===== config.mk =====
export PLATFORM = sky130hd
export DESIGN_NAME = linebuf_sched_flat
export DESIGN_NICKNAME = d
export VERILOG_FILES = /design/src/rtl/linebuf_sched_if.sv /design/src/rtl/linebuf_sched.sv /design/src/flat_wrapper.sv
export SDC_FILE = /design/constraint.sdc
export NUM_CORES = 1
export LEC_CHECK = 0
export CAP_MARGIN = 30
export CORE_MARGIN = 4
export CORE_UTILIZATION = 35
export CTS_BUF_LIST = sky130_fd_sc_hd__clkbuf_8
export CTS_CLUSTER_SIZE = 25
export DETAILED_ROUTE_END_ITERATION = 8
export PLACE_DENSITY = 0.71
export RECOVER_POWER = 50
export SYNTH_ARGS = -nofsm -noshare
export SYNTH_HDL_FRONTEND = slang
export SYNTH_SLANG_ARGS = --single-unit

===== constraint.sdc =====
create_clock -name clk -period 1.4 [get_ports clk]
set_input_delay 0.21 -clock clk [delete_from_list [all_inputs] [get_ports clk]]
set_output_delay 0.21 -clock clk [all_outputs]
set_load 0.01 [all_outputs]

===== src/rtl/linebuf_sched_if.sv =====
// Line-buffer scheduler bus: writer handshake, pixel-reader handshake and both RAM ports.
interface linebuf_sched_if #(
  parameter int unsigned ADDR_W = 7
);
  localparam int unsigned DATA_W = 16;

  logic              wr_req;
  logic [DATA_W-1:0] wr_data;
  logic              wr_ready;
  logic              back_full;
  logic              rd_start;
  logic              rd_next;
  logic [DATA_W-1:0] rd_data;
  logic              rd_valid;
  logic              swap;
  logic              repeat_line;
  logic              underrun;
  logic              ram_wr;
  logic [ADDR_W:0]   ram_waddr;
  logic [DATA_W-1:0] ram_wdata;
  logic              ram_rd;
  logic [ADDR_W:0]   ram_raddr;
  logic [DATA_W-1:0] ram_rdata;

  // Scheduler side
  modport slave (
    input  wr_req, wr_data, rd_start, rd_next, ram_rdata,
    output wr_ready, back_full, rd_data, rd_valid, swap, repeat_line, underrun,
           ram_wr, ram_waddr, ram_wdata, ram_rd, ram_raddr
  );

  // Environment side: command processor, pixel generator and RAM
  modport master (
    output wr_req, wr_data, rd_start, rd_next, ram_rdata,
    input  wr_ready, back_full, rd_data, rd_valid, swap, repeat_line, underrun,
           ram_wr, ram_waddr, ram_wdata, ram_rd, ram_raddr
  );
endinterface


===== src/rtl/linebuf_sched.sv =====
// Ping-pong line-buffer scheduler: writer fills the back bank, reader streams the front bank,
// banks swap at line start only when the back bank holds a complete line.
module linebuf_sched #(
  parameter int unsigned ADDR_W         = 7,
  parameter int unsigned WORDS_PER_LINE = 50
) (
  input  logic            clk,
  input  logic            rst,
  linebuf_sched_if.slave  bus
);
  localparam int unsigned DATA_W = 16;
  localparam logic [ADDR_W-1:0] LAST_WORD = ADDR_W'(WORDS_PER_LINE - 1);

  localparam logic [0:0] W_FILL = 1'b0;
  localparam logic [0:0] W_FULL = 1'b1;

  localparam logic [1:0] R_IDLE  = 2'd0;
  localparam logic [1:0] R_FETCH = 2'd1;
  localparam logic [1:0] R_WAIT  = 2'd2;
  localparam logic [1:0] R_HAVE  = 2'd3;

  logic              front_bank_q, front_bank_d;
  logic [0:0]        wstate_q, wstate_d;
  logic [ADDR_W-1:0] wcount_q, wcount_d;
  logic [1:0]        rstate_q, rstate_d;
  logic [ADDR_W-1:0] rcount_q, rcount_d;
  logic              ram_wr_q, ram_wr_d;
  logic [ADDR_W:0]   ram_waddr_q, ram_waddr_d;
  logic [DATA_W-1:0] ram_wdata_q, ram_wdata_d;
  logic              ram_rd_q, ram_rd_d;
  logic [ADDR_W:0]   ram_raddr_q, ram_raddr_d;
  logic [DATA_W-1:0] rd_data_q, rd_data_d;
  logic              rd_valid_q, rd_valid_d;
  logic              swap_q, swap_d;
  logic              repeat_line_q, repeat_line_d;
  logic              underrun_q, underrun_d;
  logic              wr_ready_c;
  logic              wr_xfer_c;

  // State and output registers
  always_ff @(posedge clk) begin
    if (rst) begin
      front_bank_q  <= 1'b0;
      wstate_q      <= W_FILL;
      wcount_q      <= '0;
      rstate_q      <= R_IDLE;
      rcount_q      <= '0;
      ram_wr_q      <= 1'b0;
      ram_waddr_q   <= '0;
      ram_wdata_q   <= '0;
      ram_rd_q      <= 1'b0;
      ram_raddr_q   <= '0;
      rd_data_q     <= '0;
      rd_valid_q    <= 1'b0;
      swap_q        <= 1'b0;
      repeat_line_q <= 1'b0;
      underrun_q    <= 1'b0;
    end else begin
      front_bank_q  <= front_bank_d;
      wstate_q      <= wstate_d;
      wcount_q      <= wcount_d;
      rstate_q      <= rstate_d;
      rcount_q      <= rcount_d;
      ram_wr_q      <= ram_wr_d;
      ram_waddr_q   <= ram_waddr_d;
      ram_wdata_q   <= ram_wdata_d;
      ram_rd_q      <= ram_rd_d;
      ram_raddr_q   <= ram_raddr_d;
      rd_data_q     <= rd_data_d;
      rd_valid_q    <= rd_valid_d;
      swap_q        <= swap_d;
      repeat_line_q <= repeat_line_d;
      underrun_q    <= underrun_d;
    end
  end

  // Writer fill, line-start swap decision and reader sequencing
  always_comb begin
    front_bank_d  = front_bank_q;
    wstate_d      = wstate_q;
    wcount_d      = wcount_q;
    rstate_d      = rstate_q;
    rcount_d      = rcount_q;
    ram_wr_d      = 1'b0;
    ram_waddr_d   = ram_waddr_q;
    ram_wdata_d   = ram_wdata_q;
    ram_rd_d      = 1'b0;
    ram_raddr_d   = ram_raddr_q;
    rd_data_d     = rd_data_q;
    rd_valid_d    = rd_valid_q;
    swap_d        = 1'b0;
    repeat_line_d = 1'b0;
    underrun_d    = 1'b0;

    wr_ready_c = (wstate_q == W_FILL) && !rst;
    wr_xfer_c  = bus.wr_req && wr_ready_c;

    // Write always targets the pre-swap back bank; a swap needs W_FULL so never overlaps a transfer
    if (wr_xfer_c) begin
      ram_wr_d    = 1'b1;
      ram_waddr_d = {~front_bank_q, wcount_q};
      ram_wdata_d = bus.wr_data;
      if (wcount_q == LAST_WORD) begin
        wstate_d = W_FULL;
        wcount_d = '0;
      end else begin
        wcount_d = wcount_q + ADDR_W'(1);
      end
    end

    if (bus.rd_start) begin
      // Swap decision uses the writer state from before any same-cycle transfer
      if (wstate_q == W_FULL) begin
        front_bank_d = ~front_bank_q;
        wstate_d     = W_FILL;
        swap_d       = 1'b1;
      end else begin
        repeat_line_d = 1'b1;
      end
      rcount_d   = '0;
      rd_valid_d = 1'b0;
      rstate_d   = R_FETCH;
    end else begin
      unique case (rstate_q)
        R_FETCH: rstate_d = R_WAIT;
        R_WAIT: begin
          rd_data_d  = bus.ram_rdata;
          rd_valid_d = 1'b1;
          rstate_d   = R_HAVE;
        end
        R_HAVE: begin
          if (bus.rd_next) begin
            rd_valid_d = 1'b0;
            if (rcount_q < LAST_WORD) begin
              rcount_d = rcount_q + ADDR_W'(1);
              rstate_d = R_FETCH;
            end else begin
              rstate_d = R_IDLE;
            end
          end
        end
        default: rstate_d = rstate_q;
      endcase
      if (bus.rd_next && !rd_valid_q) begin
        underrun_d = 1'b1;
      end
    end

    // RAM read is issued in the single cycle the reader sits in R_FETCH
    if (rstate_d == R_FETCH) begin
      ram_rd_d    = 1'b1;
      ram_raddr_d = {front_bank_d, rcount_d};
    end
  end

  assign bus.wr_ready    = wr_ready_c;
  assign bus.back_full   = (wstate_q == W_FULL);
  assign bus.rd_data     = rd_data_q;
  assign bus.rd_valid    = rd_valid_q;
  assign bus.swap        = swap_q;
  assign bus.repeat_line = repeat_line_q;
  assign bus.underrun    = underrun_q;
  assign bus.ram_wr      = ram_wr_q;
  assign bus.ram_waddr   = ram_waddr_q;
  assign bus.ram_wdata   = ram_wdata_q;
  assign bus.ram_rd      = ram_rd_q;
  assign bus.ram_raddr   = ram_raddr_q;
endmodule


===== src/flat_wrapper.sv =====
// flat-port wrapper written by rule: the top's interface ports become plain ports
module linebuf_sched_flat 
#(
  parameter int unsigned ADDR_W         = 7,
  parameter int unsigned WORDS_PER_LINE = 50
)
  (clk, rst, bus_wr_req, bus_wr_data, bus_rd_start, bus_rd_next, bus_ram_rdata, bus_wr_ready, bus_back_full, bus_rd_data, bus_rd_valid, bus_swap, bus_repeat_line, bus_underrun, bus_ram_wr, bus_ram_waddr, bus_ram_wdata, bus_ram_rd, bus_ram_raddr);
  linebuf_sched_if #(.ADDR_W(ADDR_W)) bus_i ();
  input  logic clk;
  input  logic rst;
  input wire logic [$bits(bus_i.wr_req)-1:0] bus_wr_req;
  input wire logic [$bits(bus_i.wr_data)-1:0] bus_wr_data;
  input wire logic [$bits(bus_i.rd_start)-1:0] bus_rd_start;
  input wire logic [$bits(bus_i.rd_next)-1:0] bus_rd_next;
  input wire logic [$bits(bus_i.ram_rdata)-1:0] bus_ram_rdata;
  output wire logic [$bits(bus_i.wr_ready)-1:0] bus_wr_ready;
  output wire logic [$bits(bus_i.back_full)-1:0] bus_back_full;
  output wire logic [$bits(bus_i.rd_data)-1:0] bus_rd_data;
  output wire logic [$bits(bus_i.rd_valid)-1:0] bus_rd_valid;
  output wire logic [$bits(bus_i.swap)-1:0] bus_swap;
  output wire logic [$bits(bus_i.repeat_line)-1:0] bus_repeat_line;
  output wire logic [$bits(bus_i.underrun)-1:0] bus_underrun;
  output wire logic [$bits(bus_i.ram_wr)-1:0] bus_ram_wr;
  output wire logic [$bits(bus_i.ram_waddr)-1:0] bus_ram_waddr;
  output wire logic [$bits(bus_i.ram_wdata)-1:0] bus_ram_wdata;
  output wire logic [$bits(bus_i.ram_rd)-1:0] bus_ram_rd;
  output wire logic [$bits(bus_i.ram_raddr)-1:0] bus_ram_raddr;
  assign bus_i.wr_req = bus_wr_req;
  assign bus_i.wr_data = bus_wr_data;
  assign bus_i.rd_start = bus_rd_start;
  assign bus_i.rd_next = bus_rd_next;
  assign bus_i.ram_rdata = bus_ram_rdata;
  assign bus_wr_ready = bus_i.wr_ready;
  assign bus_back_full = bus_i.back_full;
  assign bus_rd_data = bus_i.rd_data;
  assign bus_rd_valid = bus_i.rd_valid;
  assign bus_swap = bus_i.swap;
  assign bus_repeat_line = bus_i.repeat_line;
  assign bus_underrun = bus_i.underrun;
  assign bus_ram_wr = bus_i.ram_wr;
  assign bus_ram_waddr = bus_i.ram_waddr;
  assign bus_ram_wdata = bus_i.ram_wdata;
  assign bus_ram_rd = bus_i.ram_rd;
  assign bus_ram_raddr = bus_i.ram_raddr;
  linebuf_sched #(.ADDR_W(ADDR_W), .WORDS_PER_LINE(WORDS_PER_LINE)) u_core (.clk(clk), .rst(rst), .bus(bus_i));
endmodule

Yosys cells after proc, flatten, opt, wreduce, memory -nomap -nowiden --
Index checks and enable logic that the tools add are counted.
Operators by class: add/subtract/negate cells 2, reductions and logical operators 10, order comparisons 1, bitwise logic cells 3, mux-type cells 22, eq/ne operators 6
Operator list (number):
- 2-to-1 mux 7 bit | 5
- adder 7 x 1 -> 7 bit (second input constant) | 2
- 2-to-1 mux 1 bit | 13
- equality test 7 x 6 -> 1 bit (second input constant) | 1
- less-than comparator 7 x 6 -> 1 bit (second input constant) | 1
- case mux 2 bit (3 select lines) | 1
- equality test 2 x 1 -> 1 bit (second input constant) | 2
- equality test 2 bit (second input constant) | 2
- 2-to-1 mux 2 bit | 2
- AND reduction 2 bit | 2
- OR reduction 2 bit | 2
- logical AND 1 bit | 3
- NOT 1 bit | 3
- logical NOT 1 bit | 2
- inequality test 2 bit (second input constant) | 1
- case mux 1 bit (2 select lines) | 1
- nonzero test 2 bit | 1
Word-level totals: bits in registers 72, output and inout port bits 56

Longest topological paths before layout --
word-level depth 7, depth in mapped cells 7, gate-level depth less buffers 6

Least setup slack after synthesis --
No wires, ideal clock.
path kind register -> register, start reg u_core.wstate_q, in the netlist u_core.bus.back_full, end reg u_core.wcount_q[2], library setup time 116 ps, data required time 1284 ps, path slack -43 ps, data arrival time 1327 ps, stages on the path, launching flop included 8, cell sequence dfxtp_1 -> nor2_1 -> nand2_1 -> inv_1 -> buf_4 -> nand2_1 -> xor2_1 -> nor2_1
On the way: cells in the longest elaborated chain, start to end 3
Ends and longest elaborated chain:
- from (decl) | RTL line linebuf_sched.sv:23 | logic [0:0] wstate_q, wstate_d;
- from (signal assigned) | RTL line linebuf_sched.sv:60 | wstate_q <= wstate_d;
- NOT 1 bit | RTL line linebuf_sched.sv:95 | wr_ready_c = (wstate_q == W_FILL) && !rst;
- logical AND 1 bit | RTL line linebuf_sched.sv:95
- via bus_wr_ready | RTL line flat_wrapper.sv:16 | output wire logic [$bits(bus_i.wr_ready)-1:0] bus_wr_ready;
- logical AND 1 bit | RTL line linebuf_sched.sv:96 | wr_xfer_c = bus.wr_req && wr_ready_c;
- to (signal assigned) | RTL line linebuf_sched.sv:61 | wcount_q <= wcount_d;
- to (decl) | RTL line linebuf_sched.sv:24 | logic [ADDR_W-1:0] wcount_q, wcount_d;
The timed path passes the listed nets, and every way through them passes these cells. A chain may end at the register's enable or synchronous reset.

Final worst setup path --
start reg u_core.rcount_q[1], end reg u_core.rcount_q[3]
On the way: cells in the longest elaborated chain, start to end 5, elaborated cells on any way between the ends 6
Ends and longest elaborated chain:
- from (decl) | RTL line linebuf_sched.sv:26 | logic [ADDR_W-1:0] rcount_q, rcount_d;
- from (signal assigned) | RTL line linebuf_sched.sv:63 | rcount_q <= rcount_d;
- adder 7 x 1 -> 7 bit or less-than comparator 7 x 6 -> 1 bit (tied branches) | RTL line linebuf_sched.sv:135, linebuf_sched.sv:134
- 2-to-1 mux 7 bit (*) | RTL line linebuf_sched.sv:134 | if (rcount_q < LAST_WORD) begin
- 2-to-1 mux 7 bit (*) | RTL line linebuf_sched.sv:132 | if (bus.rd_next) begin
- 2-to-1 mux 7 bit (*) | RTL line linebuf_sched.sv:124 | unique case (rstate_q)
- 2-to-1 mux 7 bit (*) | RTL line linebuf_sched.sv:111 | if (bus.rd_start) begin
Every way passes the cells marked *; elsewhere a longest branch is shown, timed or not.

==> summary.txt <==
status -> finished, violations left
failing checks -> negative setup slack
Period Utilization, post-route -> 105%
Crit-path slowest cell -> or3_1
R2R cell count -> 5
Crit Path Max Fanout -> 5
Hold Path Class -> input pin to register
Rel. slew slack -> 79.4%
Tot Pwr -> 4.37 mW
Power Density -> 1060 nW/um^2
drt drc -> 0
share of layout cells above drive strength 1 -> 15.4%
Clock transition at path regs -> 0.09 ns
starting density of the core -> 36.6%
maximum clock rate -> 0.683 GHz
simple logic cell fraction of the synthesized area -> 24.7%
CP Cell Sequence -> nor4_4, buf_4, a22oi_2, or3_1, a21oi_1
commonest non-fill, non-tap cell in the layout -> dfxtp_1
die width -> 96.0 um
number of synthesized flops with an enable pin -> 0
CTS tree -> done
most frequent cells in the layout -> dfxtp_1, nand2_1, dlygate4sd2_1
core area -> 7410 um^2
FF+latch count, synth -> 72
Pre-antenna DRT Iters -> 5
CTS Hold Buffers Added -> 0
antenna violations before repair -> 0
kind of critical path -> register to register
Final Hold Vio Count -> 0
Max H-tree Level -> 3
Final HPWL DP -> 4.86 mm
R2R Path End -> u_core.rcount_q[3]
Min-Delay Path Depth -> 3
Yosys cell types -> 39
sequential cell area -> 1450 um^2
Worst Hold Path EP -> u_core.bus.repeat_line
Reg2Reg Setup Slack -> -0.06 ns
Yosys warnings -> 0
multi-input logic area -> 1190 um^2
FP Rows -> 31
crit path launch type -> register
# nets final -> 471
RSZ-0062 raised after global routing -> true
clock period minus worst slack -> 1.46 ns
critical path startpoint -> u_core.rcount_q[1]
Finished Cell Area -> 4140 um^2
Die Area -> 9220 um^2
ys async rst share -> 0%
max incr delay on CP -> 0.38 ns
starting DRC count in detailed routing -> 74
RD Place Congestion -> 0.830
Crit. End Element -> register
Compound-Gate Fraction of Synth Area -> 14.0%
mapped cell area -> 2710 um^2
worst r2r src -> u_core.rcount_q[1]
leak pwr -> 1.80 nW
Vias/cell -> 4.57
Clk Latency, worst-skew pair -> 0.34 ns
first-pass GRT wire length -> 10.8 mm
Synth area leader -> dfxtp_1
sequential-to-total area share from yosys stat -> 53.2%
Slew Viols, Final -> 0
syn_nets -> 349
die height -> 96.0 um
post-route ant nets -> 0
main combinational cell family by area after synthesis -> simple AND/OR/NAND/NOR gates
gr ovfl total -> 0
Synth area leaders -> dfxtp_1, nand2_1, a21oi_1
Hold WS -> 0.253 ns
cts bufs inserted -> 9
Syn Inst Count -> 309
Ant. Diodes -> 0
Synth-to-Final Area Change -> 52.7%
setup ws final -> -0.0644 ns
area share of the largest cell type after synthesis -> 53.2%
final core occ -> 55.9%
Filler cells -> 701
fraction of synthesized area in multiplexers -> 0%
clk buf depth -> 2
DR vias -> 2,446
CTS sink cnt -> 72
Max VDD drop -> 0.000527 V
GRT Util Overall -> 14.9%
Post-Synth Adder-Cell Area -> 1.38%
post-route clock skew -> 0.0126 ns
post-place instance area -> 3930 um^2
routed wire length -> 6.54 mm
Worst Min Path Start -> rst
Setup Viol. Count Final -> 2
WL per Instance -> 12.2 um
Final TNS setup -> -0.127 ns
Root Buffer -> clkbuf_8
worst slew pin tran -> 0.308 ns
post-synthesis xor/xnor area fraction -> 2.91%
IO Port Bufs -> 92
Avg Inst Size Synth -> 8.77 um^2
number of global-route vias before repair -> 2,435
pin count of the biggest net entering global routing -> 26
Worst Path Arrival -> 1.74 ns
prevailing post-synth register cell -> dfxtp_1
Critical Path RT -> 1.68 ns
max cap viols -> 0
io pins -> 93
[cells in the mapped netlist, types with 2 or more instances]
| cell type | number |
|---|---|
| nor2_1 | 22 |
| nor3_1 | 5 |
| nand3b_1 | 2 |
| and3_1 | 3 |
| ha_1 | 3 |
| dfxtp_1 | 72 |
| nand4_1 | 4 |
| xor2_1 | 7 |
| o21ai_0 | 24 |
| clkbuf_1 | 12 |
| inv_1 | 4 |
| xnor2_1 | 2 |
| a211oi_1 | 5 |
| nand3_1 | 3 |
| or3_1 | 4 |
| buf_4 | 3 |
| buf_2 | 2 |
| nand2b_1 | 20 |
| and2_1 | 2 |
| nand2_1 | 65 |
| a21oi_1 | 27 |
[what timing repair did]
| item | CTS | global route |
|---|---|---|
| gates resized for setup | 59 | 7 |
| pin swaps | 3 | 12 |
| endpoints found under the setup margin | 64 | 18 |
| buffers inserted | 2 | 2 |
[flip-flops by register name (all words and copies together) (netlist names)]
register / flops
u_core.bus.back_full: 1
u_core.bus.ram_raddr: 8
u_core.bus.ram_rd: 1
u_core.bus.ram_waddr: 8
u_core.bus.ram_wdata: 16
u_core.bus.ram_wr: 1
u_core.bus.rd_data: 16
u_core.bus.rd_valid: 1
u_core.bus.repeat_line: 1
u_core.bus.swap: 1
u_core.bus.underrun: 1
u_core.front_bank_q: 1
u_core.rcount_q: 7
u_core.rstate_q: 2
u_core.wcount_q: 7
[where the power goes]
group | internal, mW | total, mW | leakage, nW | switching, mW
clock network | 1.06 | 1.85 | 0.109 | 0.790
registers | 2.10 | 2.13 | 0.588 | 0.0277
logic | 0.220 | 0.392 | 1.11 | 0.171
total | 3.38 | 4.37 | 1.80 | 0.989
[worst max-delay path by stage]
stage	to	cells past startpoint
6_report	u_core.rcount_q[3]	5
5_1_grt	u_core.rcount_q[3]	5
4_1_cts	u_core.rcount_q[3]	4
3_5_place_dp	u_core.bus.ram_raddr[7]	4
3_3_place_gp	u_core.bus.ram_raddr[7]	4
2_1_floorplan	u_core.rcount_q[3]	4
[routing by layer]
layer  up-vias  share of wire, %  track usage, %  wire, um
li1       1290                 -               -         -
met1      1089                44            17.4      2910
met2        57                48            24.8      3120
met3        10               6.2            4.69       404
met4         0               1.6            6.40       105
met5         -                 0               0         0
[critical path: cells and delay by family, from the launching register on]
kind	cells	cell delay, ns
buf+inv	1	0.17
flops	1	0.36
compound gates	2	0.20
simple gates	2	0.67
[metrics by stage]
| stage | std cells | worst slack, ns |
|---|---|---|
| 6_report | 535 | -0.0644 |
| 5_1_grt | 535 | -0.139 |
| 3_5_place_dp | 515 | -0.301 |
| 4_1_cts | 533 | 0.00380 |
| 2_1_floorplan | 309 | 0.0278 |
| 3_3_place_gp | 515 | -0.275 |
[logic make-up after synthesis]
| family | Yosys count |
|---|---|
| buffers and inverters | 22 |
| AO/OA/AOI/OAI | 65 |
| XOR/XNOR | 9 |
| adder cells (fa/ha/maj) | 3 |
| flip-flops | 72 |
| AND/OR/NAND/NOR | 138 |
[layout make-up]
type	count	share of cell area [%]
sequential	72	35.0
multi-input combinational	215	28.7
timing repair buffer	129	27.4
clock buffer	10	3.33
tap	99	2.99
clock inverter	6	2.24
inverter	4	0.363
Note: power is estimated with default switching activity, not from simulation.
